$ cat src/rtl/div_seq_core_if.sv
// Operand-load / result bus for div_seq_core.
// Carries signed_mode only when DIV_SIGNED_EN is defined.
interface div_seq_core_if #(
  parameter int unsigned WIDTH = 32,
  parameter int unsigned IN_W  = 16
);
  localparam int unsigned NCHUNK = WIDTH / IN_W;
  localparam int unsigned LIDX_W = (NCHUNK > 1) ? $clog2(NCHUNK) : 1;

  logic [IN_W-1:0]   load_data;
  logic              load_sel;
  logic [LIDX_W-1:0] load_idx;
  logic              load_we;
  logic              start;
`ifdef DIV_SIGNED_EN
  logic              signed_mode;
`endif
  logic              busy;
  logic              done;
  logic              div_by_zero;
  logic [WIDTH-1:0]  quotient;
  logic [WIDTH-1:0]  remainder;
  logic [WIDTH-1:0]  dividend_q;
  logic [WIDTH-1:0]  divisor_q;

  modport master (
`ifdef DIV_SIGNED_EN
    output signed_mode,
`endif
    output load_data, load_sel, load_idx, load_we, start,
    input  busy, done, div_by_zero, quotient, remainder, dividend_q, divisor_q
  );

  modport slave (
`ifdef DIV_SIGNED_EN
    input  signed_mode,
`endif
    input  load_data, load_sel, load_idx, load_we, start,
    output busy, done, div_by_zero, quotient, remainder, dividend_q, divisor_q
  );
endinterface

$ cat src/rtl/div_seq_core.sv
// Iterative restoring divider with chunked operand loading and busy/done handshake.
// Optional signed mode is enabled by defining DIV_SIGNED_EN.
module div_seq_core #(
  parameter int unsigned WIDTH = 32,
  parameter int unsigned IN_W  = 16
) (
  input  logic             clk,
  input  logic             rst,
  div_seq_core_if.slave    bus
);
  localparam int unsigned NCHUNK = WIDTH / IN_W;
  localparam int unsigned LIDX_W = (NCHUNK > 1) ? $clog2(NCHUNK) : 1;
  localparam int unsigned CNT_W  = $clog2(WIDTH);

  typedef enum logic [1:0] {S_IDLE, S_RUN, S_FIN} state_e;

  state_e           state_q, state_d;
  logic             busy_q, busy_d;
  logic             done_q, done_d;
  logic             dbz_q, dbz_d;
  logic [WIDTH-1:0] quot_q, quot_d;
  logic [WIDTH-1:0] rem_q, rem_d;
  logic [WIDTH-1:0] dividend_q, dividend_d;
  logic [WIDTH-1:0] divisor_q, divisor_d;
  logic [CNT_W-1:0] cnt_q, cnt_d;
  logic [WIDTH-1:0] acc_q, acc_d;
  logic [WIDTH-1:0] wq_q, wq_d;
  logic [WIDTH-1:0] wdiv_q, wdiv_d;

  logic [WIDTH:0]   shift_c, trial_c;
  logic [WIDTH-1:0] mag_a_c, mag_b_c, quot_fix_c, rem_fix_c;

  // One restoring step: partial remainder shifted with the next dividend bit.
  assign shift_c = {acc_q, wq_q[WIDTH-1]};
  assign trial_c = shift_c - {1'b0, wdiv_q};

`ifdef DIV_SIGNED_EN
  logic neg_quot_q, neg_quot_d;
  logic neg_rem_q, neg_rem_d;
  logic sgn_a_c, sgn_b_c;

  assign sgn_a_c    = bus.signed_mode & dividend_q[WIDTH-1];
  assign sgn_b_c    = bus.signed_mode & divisor_q[WIDTH-1];
  assign mag_a_c    = sgn_a_c ? WIDTH'(0) - dividend_q : dividend_q;
  assign mag_b_c    = sgn_b_c ? WIDTH'(0) - divisor_q  : divisor_q;
  // Most-negative / -1 falls out naturally: 2^(W-1) negated wraps to itself.
  assign quot_fix_c = neg_quot_q ? WIDTH'(0) - wq_q  : wq_q;
  assign rem_fix_c  = neg_rem_q  ? WIDTH'(0) - acc_q : acc_q;
`else
  assign mag_a_c    = dividend_q;
  assign mag_b_c    = divisor_q;
  assign quot_fix_c = wq_q;
  assign rem_fix_c  = acc_q;
`endif

  // Next-state and datapath.
  always_comb begin
    state_d    = state_q;
    busy_d     = busy_q;
    done_d     = 1'b0;
    dbz_d      = dbz_q;
    quot_d     = quot_q;
    rem_d      = rem_q;
    dividend_d = dividend_q;
    divisor_d  = divisor_q;
    cnt_d      = cnt_q;
    acc_d      = acc_q;
    wq_d       = wq_q;
    wdiv_d     = wdiv_q;
`ifdef DIV_SIGNED_EN
    neg_quot_d = neg_quot_q;
    neg_rem_d  = neg_rem_q;
`endif

    if (state_q == S_IDLE && bus.load_we) begin
      for (int i = 0; i < int'(NCHUNK); i++) begin
        if (bus.load_idx == LIDX_W'(i)) begin
          if (bus.load_sel) divisor_d[i*IN_W +: IN_W]  = bus.load_data;
          else              dividend_d[i*IN_W +: IN_W] = bus.load_data;
        end
      end
    end

    unique case (state_q)
      S_IDLE: begin
        if (bus.start) begin
          if (divisor_q == '0) begin
            state_d = S_FIN;
            dbz_d   = 1'b1;
            quot_d  = '1;
            rem_d   = dividend_q;
          end else begin
            state_d = S_RUN;
            busy_d  = 1'b1;
            dbz_d   = 1'b0;
            cnt_d   = CNT_W'(WIDTH - 1);
            acc_d   = '0;
            wq_d    = mag_a_c;
            wdiv_d  = mag_b_c;
`ifdef DIV_SIGNED_EN
            neg_quot_d = sgn_a_c ^ sgn_b_c;
            neg_rem_d  = sgn_a_c;
`endif
          end
        end
      end
      S_RUN: begin
        if (!trial_c[WIDTH]) acc_d = trial_c[WIDTH-1:0];
        else                 acc_d = shift_c[WIDTH-1:0];
        wq_d = {wq_q[WIDTH-2:0], ~trial_c[WIDTH]};
        if (cnt_q == '0) state_d = S_FIN;
        else             cnt_d   = cnt_q - CNT_W'(1);
      end
      S_FIN: begin
        state_d = S_IDLE;
        busy_d  = 1'b0;
        done_d  = 1'b1;
        if (!dbz_q) begin
          quot_d = quot_fix_c;
          rem_d  = rem_fix_c;
        end
      end
      default: state_d = S_IDLE;
    endcase
  end

  always_ff @(posedge clk or negedge rst) begin
    if (!rst) begin
      state_q    <= S_IDLE;
      busy_q     <= 1'b0;
      done_q     <= 1'b0;
      dbz_q      <= 1'b0;
      quot_q     <= '0;
      rem_q      <= '0;
      dividend_q <= '0;
      divisor_q  <= '0;
      cnt_q      <= '0;
      acc_q      <= '0;
      wq_q       <= '0;
      wdiv_q     <= '0;
`ifdef DIV_SIGNED_EN
      neg_quot_q <= 1'b0;
      neg_rem_q  <= 1'b0;
`endif
    end else begin
      state_q    <= state_d;
      busy_q     <= busy_d;
      done_q     <= done_d;
      dbz_q      <= dbz_d;
      quot_q     <= quot_d;
      rem_q      <= rem_d;
      dividend_q <= dividend_d;
      divisor_q  <= divisor_d;
      cnt_q      <= cnt_d;
      acc_q      <= acc_d;
      wq_q       <= wq_d;
      wdiv_q     <= wdiv_d;
`ifdef DIV_SIGNED_EN
      neg_quot_q <= neg_quot_d;
      neg_rem_q  <= neg_rem_d;
`endif
    end
  end

  assign bus.busy        = busy_q;
  assign bus.done        = done_q;
  assign bus.div_by_zero = dbz_q;
  assign bus.quotient    = quot_q;
  assign bus.remainder   = rem_q;
  assign bus.dividend_q  = dividend_q;
  assign bus.divisor_q   = divisor_q;
endmodule

$ cat src/flat_wrapper.sv
// flat-port wrapper written by rule: the top's interface ports become plain ports
module div_seq_core_flat 
#(
  parameter int unsigned WIDTH = 32,
  parameter int unsigned IN_W  = 16
)
  (clk, rst, bus_load_data, bus_load_sel, bus_load_idx, bus_load_we, bus_start, bus_busy, bus_done, bus_div_by_zero, bus_quotient, bus_remainder, bus_dividend_q, bus_divisor_q);
  div_seq_core_if #(.WIDTH(WIDTH), .IN_W(IN_W)) bus_i ();
  input  logic clk;
  input  logic rst;
  input wire logic [$bits(bus_i.load_data)-1:0] bus_load_data;
  input wire logic [$bits(bus_i.load_sel)-1:0] bus_load_sel;
  input wire logic [$bits(bus_i.load_idx)-1:0] bus_load_idx;
  input wire logic [$bits(bus_i.load_we)-1:0] bus_load_we;
  input wire logic [$bits(bus_i.start)-1:0] bus_start;
  output wire logic [$bits(bus_i.busy)-1:0] bus_busy;
  output wire logic [$bits(bus_i.done)-1:0] bus_done;
  output wire logic [$bits(bus_i.div_by_zero)-1:0] bus_div_by_zero;
  output wire logic [$bits(bus_i.quotient)-1:0] bus_quotient;
  output wire logic [$bits(bus_i.remainder)-1:0] bus_remainder;
  output wire logic [$bits(bus_i.dividend_q)-1:0] bus_dividend_q;
  output wire logic [$bits(bus_i.divisor_q)-1:0] bus_divisor_q;
  assign bus_i.load_data = bus_load_data;
  assign bus_i.load_sel = bus_load_sel;
  assign bus_i.load_idx = bus_load_idx;
  assign bus_i.load_we = bus_load_we;
  assign bus_i.start = bus_start;
  assign bus_busy = bus_i.busy;
  assign bus_done = bus_i.done;
  assign bus_div_by_zero = bus_i.div_by_zero;
  assign bus_quotient = bus_i.quotient;
  assign bus_remainder = bus_i.remainder;
  assign bus_dividend_q = bus_i.dividend_q;
  assign bus_divisor_q = bus_i.divisor_q;
  div_seq_core #(.WIDTH(WIDTH), .IN_W(IN_W)) u_core (.clk(clk), .rst(rst), .bus(bus_i));
endmodule
$ cat config.mk
export PLATFORM = sky130hd
export DESIGN_NAME = div_seq_core_flat
export DESIGN_NICKNAME = d
export VERILOG_FILES = /design/src/rtl/div_seq_core_if.sv /design/src/rtl/div_seq_core.sv /design/src/flat_wrapper.sv
export SDC_FILE = /design/constraint.sdc
export NUM_CORES = 1
export LEC_CHECK = 0
export BUFFER_PORTS_ARGS = -buffer_cell sky130_fd_sc_hd__buf_2
export CAP_MARGIN = 10
export CORE_AREA = 3 3 137 152
export DETAILED_ROUTE_END_ITERATION = 10
export DIE_AREA = 0 0 140 155
export GPL_TIMING_DRIVEN = 0
export MAX_ROUTING_LAYER = met4
export PLACE_DENSITY = 0.81
export SYNTH_ARGS = -nofsm -noshare
export SYNTH_HDL_FRONTEND = slang
export SYNTH_SLANG_ARGS = --single-unit
$ cat constraint.sdc
create_clock -name clk -period 5.55 [get_ports clk]
set_input_delay 0.8325 -clock clk [delete_from_list [all_inputs] [get_ports clk]]
set_output_delay 0.8325 -clock clk [all_outputs]
set_load 0.05 [all_outputs]
==> summary.md, run 1 <==
| Metric | Value |
|---|---|
| Outcome | finished, final reports clean |
| Critical path, cell by cell | inv_1 -> ha_1 -> inv_1 -> fa_1 -> a21o_1 -> a311oi_2 -> or4_1 -> nand3_1 -> o31a_1 -> a211o_1 -> xnor2_4 -> buf_2 -> nor2_1 -> a21oi_1 -> o21ai_1 |
| Leading cell type in the layout, fill and taps excluded | dfrtp_1 |
| Global Route Usage Sum | a little under 30% |
| Vias in the first global route | a little over 9000 |
| Total gr overflow | 0 |
| Root buf cell | clkbuf_16 |
| Reg-to-reg startpoint | u_core.quot_fix_c[31] |
| Die W | roughly 140 um |
| Hold crit path type | input port to asynchronous set/reset pin |
| CP most frequent cell | inv_1 |
| H-tree lvl count | 1 |
| Critical path endpoint category | flop |
| Async SR Flop Fraction | between 90% and 100% |
| Gp weighted congestion | a little under 1 |
| Synth Instances | about 1200 |
| Post-synth EDFFs | 0 |
| Worst Reg-to-Reg Cells | 15 |
| Critical-path top delay cell | dfrtp_1 |
| Relative slew slack | 33.72% |
| Max stage delay on crit path | between 400 and 500 ps |
| Non-Filler Instances | 1622 |
| Critical path fanouts, max | 10 |
| Clk sinks | around 230 |
| Clk buf depth | 3 |
| Via density | between 5 and 6 |
| Worst hold slack | roughly 300 ps |
| Layout cells sized above 1 | a little over a fifth |
| Setup Buffers After CTS | 0 |
| Slew @ Worst Pin | approximately 980 ps |
| CTS Hold Buffers Added | 0 |
| Syn_area_per_cell | 9.781 um2 |
| Hold Vio Cnt, Final | 0 |
| FMAX | ~250 MHz |
| Max-cap viol count | 0 |
| Final setup viols | 0 |
| Syn_nets | about 1200 |
| I/O pin count | roughly 150 |
| Placed insts | 1579 |
| Post-Route Utilization | about 70% |
| Initial antenna violation count | 0 |
| Top delay family on crit path | compound AO/OA/AOI/OAI gates |
| Buffers added on ports | 152 |
| Clk_skew | between 10 and 15 ps |
| Data required time of the worst path | slightly below 6000 ps |
| Num CTS Buffers | 24 |
| # DRC | 0 |
| Inserted Diodes | 0 |
| Full die area | roughly 22000 um2 |
| Commonest cells after routing, fill and taps aside | 234 x dfrtp_1, 156 x buf_2, 127 x a21oi_1, 122 x nand2_1, 109 x nor2_1 |
| Critical Path AT | about 4400 ps |
| Row Count | 53 |
| Min Tclk post-route | about 4000 ps |
| Starting density of the core | 59.92% |
| Reg-to-reg endpoint | u_core.acc_q[14] |
| DRT iter0 DRCs | about 730 |
| Setup CP Type | flop to flop |
| First-pass GRT wire length | ~50 mm |
| Max-slew violations | 0 |
| Clk_lat worst skew | 510 ps |
| Synth cell types | 54 |
| CP bufs+invs | 3 |
| Area grow syn2layout | 16.91% |
| Antenna Nets Post-Route | 0 |
| Reg2reg setup slack | 1540 ps |
| Clock slew at reported path FFs | about 60 ps |
| Critical Path Source Type | flop |
| WL per Instance | ~19 um |
| Post-CTS sizing | 0 |
| Final period util | between 70% and 80% |
| Detailed Route WL | 31.46 mm |
| Mapped Area | between 10000 and 15000 um2 |
| Core area | slightly below 20000 um2 |
| Chip height | roughly 160 um |
| Yosys reg bits | ~230 |
| Largest net degree at the start of global routing | slightly above 80 |
| Ys flop type | dfrtp_1 |
| RSZ-0062 raised after global routing | no |
| Seq/Total Area, Yosys | 50.82% |
| Nets | approximately 1400 |
| Synth warn | 0 |
| DP HPWL | about 23 mm |
| Vias | between 9000 and 10000 |
| Detailed Routing Iterations Pass 1 | 5 |
| CTS tree | done |
## final cells by class
class                      instances  area [um2]
clock buffer                      32       671.9
tap                              247       309.0
buffer                            60       235.2
timing repair buffer             155       833.3
fill                            1483        5761
sequential                       234        5856
multi-input combinational        804        5131
inverter                          80       300.3
clock inverter                    10       133.9
## cells by family (layout without fill, tap and decap cells)
| kind of cell | Yosys count | count (layout) | synth area share [%] |
|---|---|---|---|
| AND/OR/NAND/NOR | 323 | 323 | 12.06 |
| AO/OA/AOI/OAI | 284 | 284 | 13.65 |
| flip-flops | 234 | 234 | 50.82 |
| buffers and inverters | 140 | 337 | 4.648 |
| multiplexers | 131 | 131 | 12.43 |
| adder cells (fa/ha/maj) | 35 | 35 | 3.866 |
| XOR/XNOR | 31 | 31 | 2.519 |
## per-stage QoR
stage	setup TNS, ps	area (um2)	worst slack [ps]
after detailed placement	0	12660	1633
after CTS	0	13460	1594
after global routing	0	13470	1322
after global placement	-43550	12590	-213.0
after floorplan	0	11520	2230
final	0	13470	1544
## cell usage after synthesis (all sizes together) (3+ instances only)
library cell | n | share of area, %
clkbuf | 46 | 1.5
o21ai | 110 | 4.8
nand2 | 122 | 4.0
inv | 80 | 2.6
a22o | 3 | 0.23
nand3 | 10 | 0.43
and2 | 3 | 0.16
a21oi | 127 | 5.5
a311oi | 3 | 0.28
o311ai | 3 | 0.23
ha | 34 | 3.7
xor2 | 12 | 0.91
nor2 | 109 | 3.6
mux2 | 97 | 9.5
nand2b | 5 | 0.27
nor3b | 3 | 0.20
nor4 | 10 | 0.54
a21o | 10 | 0.65
a21boi | 3 | 0.20
mux2i | 34 | 3.0
nor3 | 40 | 1.7
and3 | 5 | 0.27
dfrtp | 234 | 51
xnor2 | 19 | 1.6
buf | 14 | 0.54
a211o | 3 | 0.23
nor2b | 4 | 0.22
o31ai | 3 | 0.20
nand4 | 7 | 0.38
## per-layer routing
layer,track usage [%],vias up,routed length (um)
met5,-,-,0
met3,2.859,54,2461
li1,-,4427,-
met2,47.47,377,14880
met4,9.414,0,952
met1,41.11,4483,13170
## worst register-to-register path: stages, from the launching register on
cell	delay, ps
dfrtp_1	420
inv_1	130
ha_1	200
inv_1	60
fa_1	400
a21o_1	240
a311oi_2	410
or4_1	180
nand3_1	210
o31a_1	370
a211o_1	370
xnor2_4	280
buf_2	280
nor2_1	80
a21oi_1	160
o21ai_1	70
## worst max path at each step
stage	start	end	slack, ps	cells after the start
3_5_place_dp	u_core.quot_fix_c[31]	u_core.acc_q[5]	1630	15
2_1_floorplan	u_core.quot_fix_c[31]	u_core.acc_q[31]	2230	14
4_1_cts	u_core.quot_fix_c[31]	u_core.acc_q[14]	1590	15
6_report	u_core.quot_fix_c[31]	u_core.acc_q[14]	1540	15
5_1_grt	u_core.quot_fix_c[31]	u_core.acc_q[22]	1320	15
3_3_place_gp	rst	u_core.wdiv_q[28]	-210	1
## registers in the layout, summed over array words and instances (netlist names)
register / cells
u_core.acc_q: 32
u_core.bus.dividend_q: 32
u_core.bus.divisor_q: 32
u_core.bus.quotient: 32
u_core.bus.remainder: 32
u_core.quot_fix_c: 32
u_core.wdiv_q: 32
u_core.cnt_q: 5
u_core.state_q: 2
u_core.bus.busy: 1
u_core.bus.div_by_zero: 1
u_core.bus.done: 1
Power of run 1 is not shown: default switching activity piles up to over one toggle a cycle in this logic, so the estimate is an artifact.
==> run 2, diff against run 1 <==
CORE_AREA = 3 3 139 154   (was 3 3 137 152)
DIE_AREA = 0 0 142 157   (was 0 0 140 155)
PLACE_DENSITY = 0.79   (was 0.81)
clock period = 4 ns   (was 5.55 ns; I/O delays follow)
==> summary.md, run 2 (synthesized netlist as in run 1, its figures left out) <==
| Metric | Value |
|---|---|
| Final period util | 97.15% (was 72.18%) |
| Max-slew violations | 0 (unchanged) |
| Max-cap viol count | 0 (unchanged) |
| Critical Path Source Type | flop (unchanged) |
| Reg2reg setup slack | 110 ps (was 1540 ps) |
| Data required time of the worst path | 4400 ps (was 5930 ps) |
| Clk sinks | 234 (unchanged) |
| I/O pin count | 153 (unchanged) |
| CP most frequent cell | inv_1 (unchanged) |
| Global Route Usage Sum | 30.16% (was 29.82%) |
| Worst Reg-to-Reg Cells | 14 (was 15) |
| Setup CP Type | flop to flop (unchanged) |
| Core area | 19930 um2 (was 19230 um2) |
| Clk buf depth | 3 (unchanged) |
| Via density | 5.869 (was 5.759) |
| Largest net degree at the start of global routing | 132 (was 82) |
| Critical path endpoint category | flop (unchanged) |
| WL per Instance | 20.05 um (was 19.40 um) |
| Detailed Route WL | 32.78 mm (was 31.46 mm) |
| H-tree lvl count | 1 (unchanged) |
| Hold Vio Cnt, Final | 0 (unchanged) |
| Met1 GRT Util | 39.21% (was 41.11%) |
| CP bufs+invs | 3 (unchanged) |
| Clk_skew | 13.31 ps (was 10.18 ps) |
| Row Count | 54 (was 53) |
| Layout cells sized above 1 | 22.88% (was 21.96%) |
| Top delay family on crit path | compound AO/OA/AOI/OAI gates (unchanged) |
| Full die area | 22290 um2 (was 21700 um2) |
| Fin area | 13650 um2 (was 13470 um2) |
| Max stage delay on crit path | 440 ps (was 420 ps) |
| GRT busiest layer | met2 (unchanged) |
| Critical path, cell by cell | inv_1 -> ha_1 -> inv_1 -> fa_1 -> a21o_1 -> a311oi_4 -> or4_1 -> nand3_2 -> o31a_1 -> a211o_2 -> xnor2_4 -> buf_6 -> nor2_1 -> a211o_1 (was inv_1 -> ha_1 -> inv_1 -> fa_1 -> a21o_1 -> a311oi_2 -> or4_1 -> nand3_1 -> o31a_1 -> a211o_1 -> xnor2_4 -> buf_2 -> nor2_1 -> a21oi_1 -> o21ai_1) |
| Critical Path AT | 4290 ps (was 4390 ps) |
| Relative slew slack | 33.83% (was 33.72%) |
| Reg-to-reg endpoint | u_core.acc_q[31] (was u_core.acc_q[14]) |
| Root buf cell | clkbuf_16 (unchanged) |
| Die W | 142 um (was 140 um) |
| Gp weighted congestion | 0.9674 (was 0.9726) |
| DRT iter0 DRCs | 675 (was 731) |
| FMAX | 257.3 MHz (was 249.6 MHz) |
| Vias in the first global route | 9490 (was 9141) |
| DP HPWL | 23.56 mm (was 23.50 mm) |
| Critical path fanouts, max | 10 (unchanged) |
| Hold crit path type | input port to asynchronous set/reset pin (unchanged) |
| Reg-to-reg startpoint | u_core.quot_fix_c[31] (unchanged) |
| Met3 GRT Util | 4.953% (was 2.859%) |
| Chip height | 157 um (was 155 um) |
| First-pass GRT wire length | 51.43 mm (was 50.25 mm) |
| Antenna Nets Post-Route | 0 (unchanged) |
| Commonest cells after routing, fill and taps aside | 234 x dfrtp_1, 153 x buf_2, 127 x a21oi_1, 122 x nand2_1, 109 x nor2_1 (was 234 x dfrtp_1, 156 x buf_2, 127 x a21oi_1, 122 x nand2_1, 109 x nor2_1) |
| WP depth | 14 (was 15) |
| Cell Area, Placed | 12640 um2 (was 12660 um2) |
| Detailed Routing Iterations Pass 1 | 5 (unchanged) |
| Clock slew at reported path FFs | 60 ps (about the same) |
| Initial antenna violation count | 1 (was 0) |
| Slew @ Worst Pin | 984.9 ps (was 980.3 ps) |
| CTS tree | done (unchanged) |
| Buffers added on ports | 152 (unchanged) |
| Grt met2 use | 46.84% (was 47.47%) |
| Clk_lat worst skew | 520 ps (was 510 ps) |
| # DRC | 0 (unchanged) |
| Final setup viols | 0 (unchanged) |
| Total gr overflow | 0 (unchanged) |
| Nets | 1420 (was 1416) |
| Critical-path top delay cell | dfrtp_1 (unchanged) |
| Area grow syn2layout | 18.45% (was 16.91%) |
| Leading cell type in the layout, fill and taps excluded | dfrtp_1 (unchanged) |
| Starting density of the core | 57.81% (was 59.92%) |
| Vias | 9596 (was 9341) |
| Num CTS Buffers | 24 (unchanged) |
| Outcome | finished, final reports clean (unchanged) |
| Min Tclk post-route | 3886 ps (was 4006 ps) |
| Setup TNS Final | 0 ps (unchanged) |
## run 2: through the flow
| step | setup WS [ps] | instances | hold slack [ps] | util (%) |
|---|---|---|---|---|
| 6_report | 114.0 | 1635 | 99.10 | 68.47 |
| 5_1_grt | -28.68 | 1634 | 174.3 | 68.46 |
| 3_3_place_gp | -1564 | 1582 | 458.0 | 63.21 |
| 3_5_place_dp | 84.50 | 1583 | 464.8 | 63.40 |
| 4_1_cts | 4.885 | 1627 | 142.7 | 67.95 |
| 2_1_floorplan | 679.7 | 1178 | 304.4 | - |
## run 2: final cells by class
cell class / instances / area, um2
antenna: 2 / 5.005
buffer: 60 / 260.3
clock buffer: 28 / 666.9
clock inverter: 16 / 240.2
fill: 1551 / 6284
inverter: 80 / 300.3
multi-input combinational: 805 / 5171
sequential: 234 / 5856
tap: 252 / 315.3
timing repair buffer: 158 / 833.3
## run 2: worst max-delay path by stage
stage / from / slack, ps / to
2_1_floorplan: u_core.quot_fix_c[31] / 680 / u_core.acc_q[31]
3_3_place_gp: rst / -1560 / u_core.wdiv_q[27]
3_5_place_dp: u_core.quot_fix_c[31] / 80 / u_core.acc_q[20]
4_1_cts: u_core.quot_fix_c[31] / 5 / u_core.acc_q[0]
5_1_grt: u_core.quot_fix_c[31] / -30 / u_core.acc_q[31]
6_report: u_core.quot_fix_c[31] / 110 / u_core.acc_q[31]
## run 2: metal layers
layer,vias to the layer above,routed length (um)
met5,-,0
met4,0,1476
met3,87,2259
met2,395,15460
met1,4659,13590
li1,4455,-
## run 2: timing repair
| action | in CTS | in global routing |
|---|---|---|
| endpoints found under the setup margin | 0 | 33 |
| resized for setup | 0 | 16 |
| setup buffers | 0 | 3 |
| hold buffers | 0 | 0 |
Power of run 2 is left out for the same reason.
==> run 3, diff against run 2 <==
BUFFER_PORTS_ARGS = not set   (was -buffer_cell sky130_fd_sc_hd__buf_2)
CORE_AREA = 3 3 137 152   (was 3 3 139 154)
DIE_AREA = 0 0 140 155   (was 0 0 142 157)
DONT_BUFFER_PORTS = 1   (was not set)
PLACE_DENSITY = 0.75   (was 0.79)
==> summary.md, run 3 (synthesized netlist as in run 1, its figures left out) <==
| Metric | Value |
|---|---|
| Gp weighted congestion | 0.9414 (was 0.9674) |
| Global Route Usage Sum | 29.47% (was 30.16%) |
| Layout cells sized above 1 | 12.29% (was 22.88%) |
| Hold crit path type | input port to asynchronous set/reset pin (unchanged) |
| # DRC | 0 (unchanged) |
| Root buf cell | clkbuf_16 (unchanged) |
| Failing checks | hold timing |
| Worst hold slack | -220.1 ps (was 99.10 ps) |
| Clk buf depth | 3 (unchanged) |
| WL per Instance | 21.17 um (was 20.05 um) |
| Final WS setup | 80.21 ps (was 114.0 ps) |
| Die W | 140 um (was 142 um) |
| Commonest cells after routing, fill and taps aside | 234 x dfrtp_1, 127 x a21oi_1, 122 x nand2_1, 109 x nor2_1, 97 x mux2_2 (was 234 x dfrtp_1, 153 x buf_2, 127 x a21oi_1, 122 x nand2_1, 109 x nor2_1) |
| Area grow syn2layout | 10.56% (was 18.45%) |
| FMAX | 255.1 MHz (was 257.3 MHz) |
| Vias in the first global route | 8692 (was 9490) |
| Antenna Nets Post-Route | 0 (unchanged) |
| Relative slew slack | 17.11% (was 33.83%) |
| Outcome | finished with violations (was finished, final reports clean) |
| Place WS | 34.65 ps (was 84.50 ps) |
| Data required time of the worst path | 4380 ps (was 4400 ps) |
| Critical Path Source Type | flop (unchanged) |
| Clk_lat worst skew | 520 ps (about the same) |
| Leading cell type in the layout, fill and taps excluded | dfrtp_1 (unchanged) |
| Initial antenna violation count | 5 (was 1) |
| Detailed Routing Iterations Pass 1 | 7 (was 5) |
| RSZ-0062 raised after global routing | yes |
| Max-cap viol count | 0 (unchanged) |
| I/O pin count | 153 (unchanged) |
| Clk sinks | 234 (unchanged) |
| Critical Path AT | 4300 ps (was 4290 ps) |
| Vias | 8678 (was 9596) |
| DP HPWL | 22.85 mm (was 23.56 mm) |
| Clk_skew | 8.408 ps (was 13.31 ps) |
| Final setup viols | 0 (unchanged) |
| Buffers added on ports | 0 (was 152) |
| Num CTS Buffers | 25 (was 24) |
| Critical path endpoint category | flop (unchanged) |
| Detailed Route WL | 31.26 mm (was 32.78 mm) |
| Full die area | 21700 um2 (was 22290 um2) |
| Final period util | 97.99% (was 97.15%) |
| Starting density of the core | 59.92% (was 57.81%) |
| Min Tclk post-route | 3920 ps (was 3886 ps) |
| CTS tree | done (unchanged) |
| Nets | 1263 (was 1420) |
| Non-Filler Instances | 1477 (was 1635) |
| H-tree lvl count | 1 (unchanged) |
| Core area | 19230 um2 (was 19930 um2) |
| Slew @ Worst Pin | 1241 ps (was 984.9 ps) |
| Largest net degree at the start of global routing | 235 (was 132) |
| Reg2reg setup slack | 80 ps (was 110 ps) |
| Via density | 5.875 (was 5.869) |
| Chip height | 155 um (was 157 um) |
| Critical path fanouts, max | 10 (unchanged) |
| DRT iter0 DRCs | 451 (was 675) |
| First-pass GRT wire length | 48.91 mm (was 51.43 mm) |
| Max-slew violations | 0 (unchanged) |
| Total gr overflow | 0 (unchanged) |
| Row Count | 53 (was 54) |
| Placed insts | 1425 (was 1583) |
| Setup CP Type | flop to flop (unchanged) |
| Hold Vio Cnt, Final | 234 (was 0) |
| Setup TNS Final | 0 ps (unchanged) |
| Clock slew at reported path FFs | 60 ps (about the same) |
[run 3: through the flow]
step                      cell area [um2]  util, %
after floorplan                     11520        -
after detailed placement            11830    61.52
final                               12740    66.24
after global routing                12740    66.24
after CTS                           12710    66.07
after global placement              11830    61.52
[run 3: critical path: stages, from the launching register on]
cell and delay (ps):
dfrtp_1 440, inv_1 150, ha_1 200, inv_1 60, fa_1 390, a21o_1 240, a311oi_2 370, or4_1 190
nand3_2 150, o31a_1 340, a211o_1 370, xnor2_4 320, buf_2 300, nor2_1 60, a21oi_1 120, o21ai_1 70
[run 3: repair_timing]
action,4_1_cts,5_1_grt
gates cloned,0,0
endpoints found under the setup margin,10,37
resized for setup,2,4
hold endpoints to repair,234,234
buffers inserted,1,0
pin swaps,1,2
[run 3: layout make-up]
class                   instances  area, um2
fillers                      1539       6492
flip-flops and latches        234       5856
multi-input cells             804       5140
clock buffers                  36      726.9
well taps                     247      309.0
inverters                      80      300.3
plain buffers                  60      244.0
clock inverters                 6      132.6
diodes                          9      22.52
repair buffers                  1      7.507
[run 3: final timing paths]
path / cells after the start / startpoint / end
min in group clk: 1 / bus_load_data[3] / u_core.bus.dividend_q[19]
worst max register to register: 15 / u_core.quot_fix_c[31] / u_core.acc_q[0]
worst max-delay path: 15 / u_core.quot_fix_c[31] / u_core.acc_q[0]
max in group asynchronous: 0 / rst / u_core.wdiv_q[10]
worst min-delay path: 0 / rst / u_core.bus.quotient[27]
worst min register to register: 1 / u_core.wdiv_q[22] / u_core.wdiv_q[22]
[run 3: metal layers]
| metal | vias up | wire, um | global-route usage, % | part of all wire, % |
|---|---|---|---|---|
| li1 | 4142 | - | - | - |
| met5 | - | 0 | - | 0 |
| met1 | 4157 | 12990 | 37.06 | 42 |
| met4 | 0 | 1085 | 10.80 | 3.5 |
| met3 | 62 | 2697 | 8.669 | 8.6 |
| met2 | 317 | 14490 | 45.79 | 46 |
Power of run 3 is left out for the same reason.
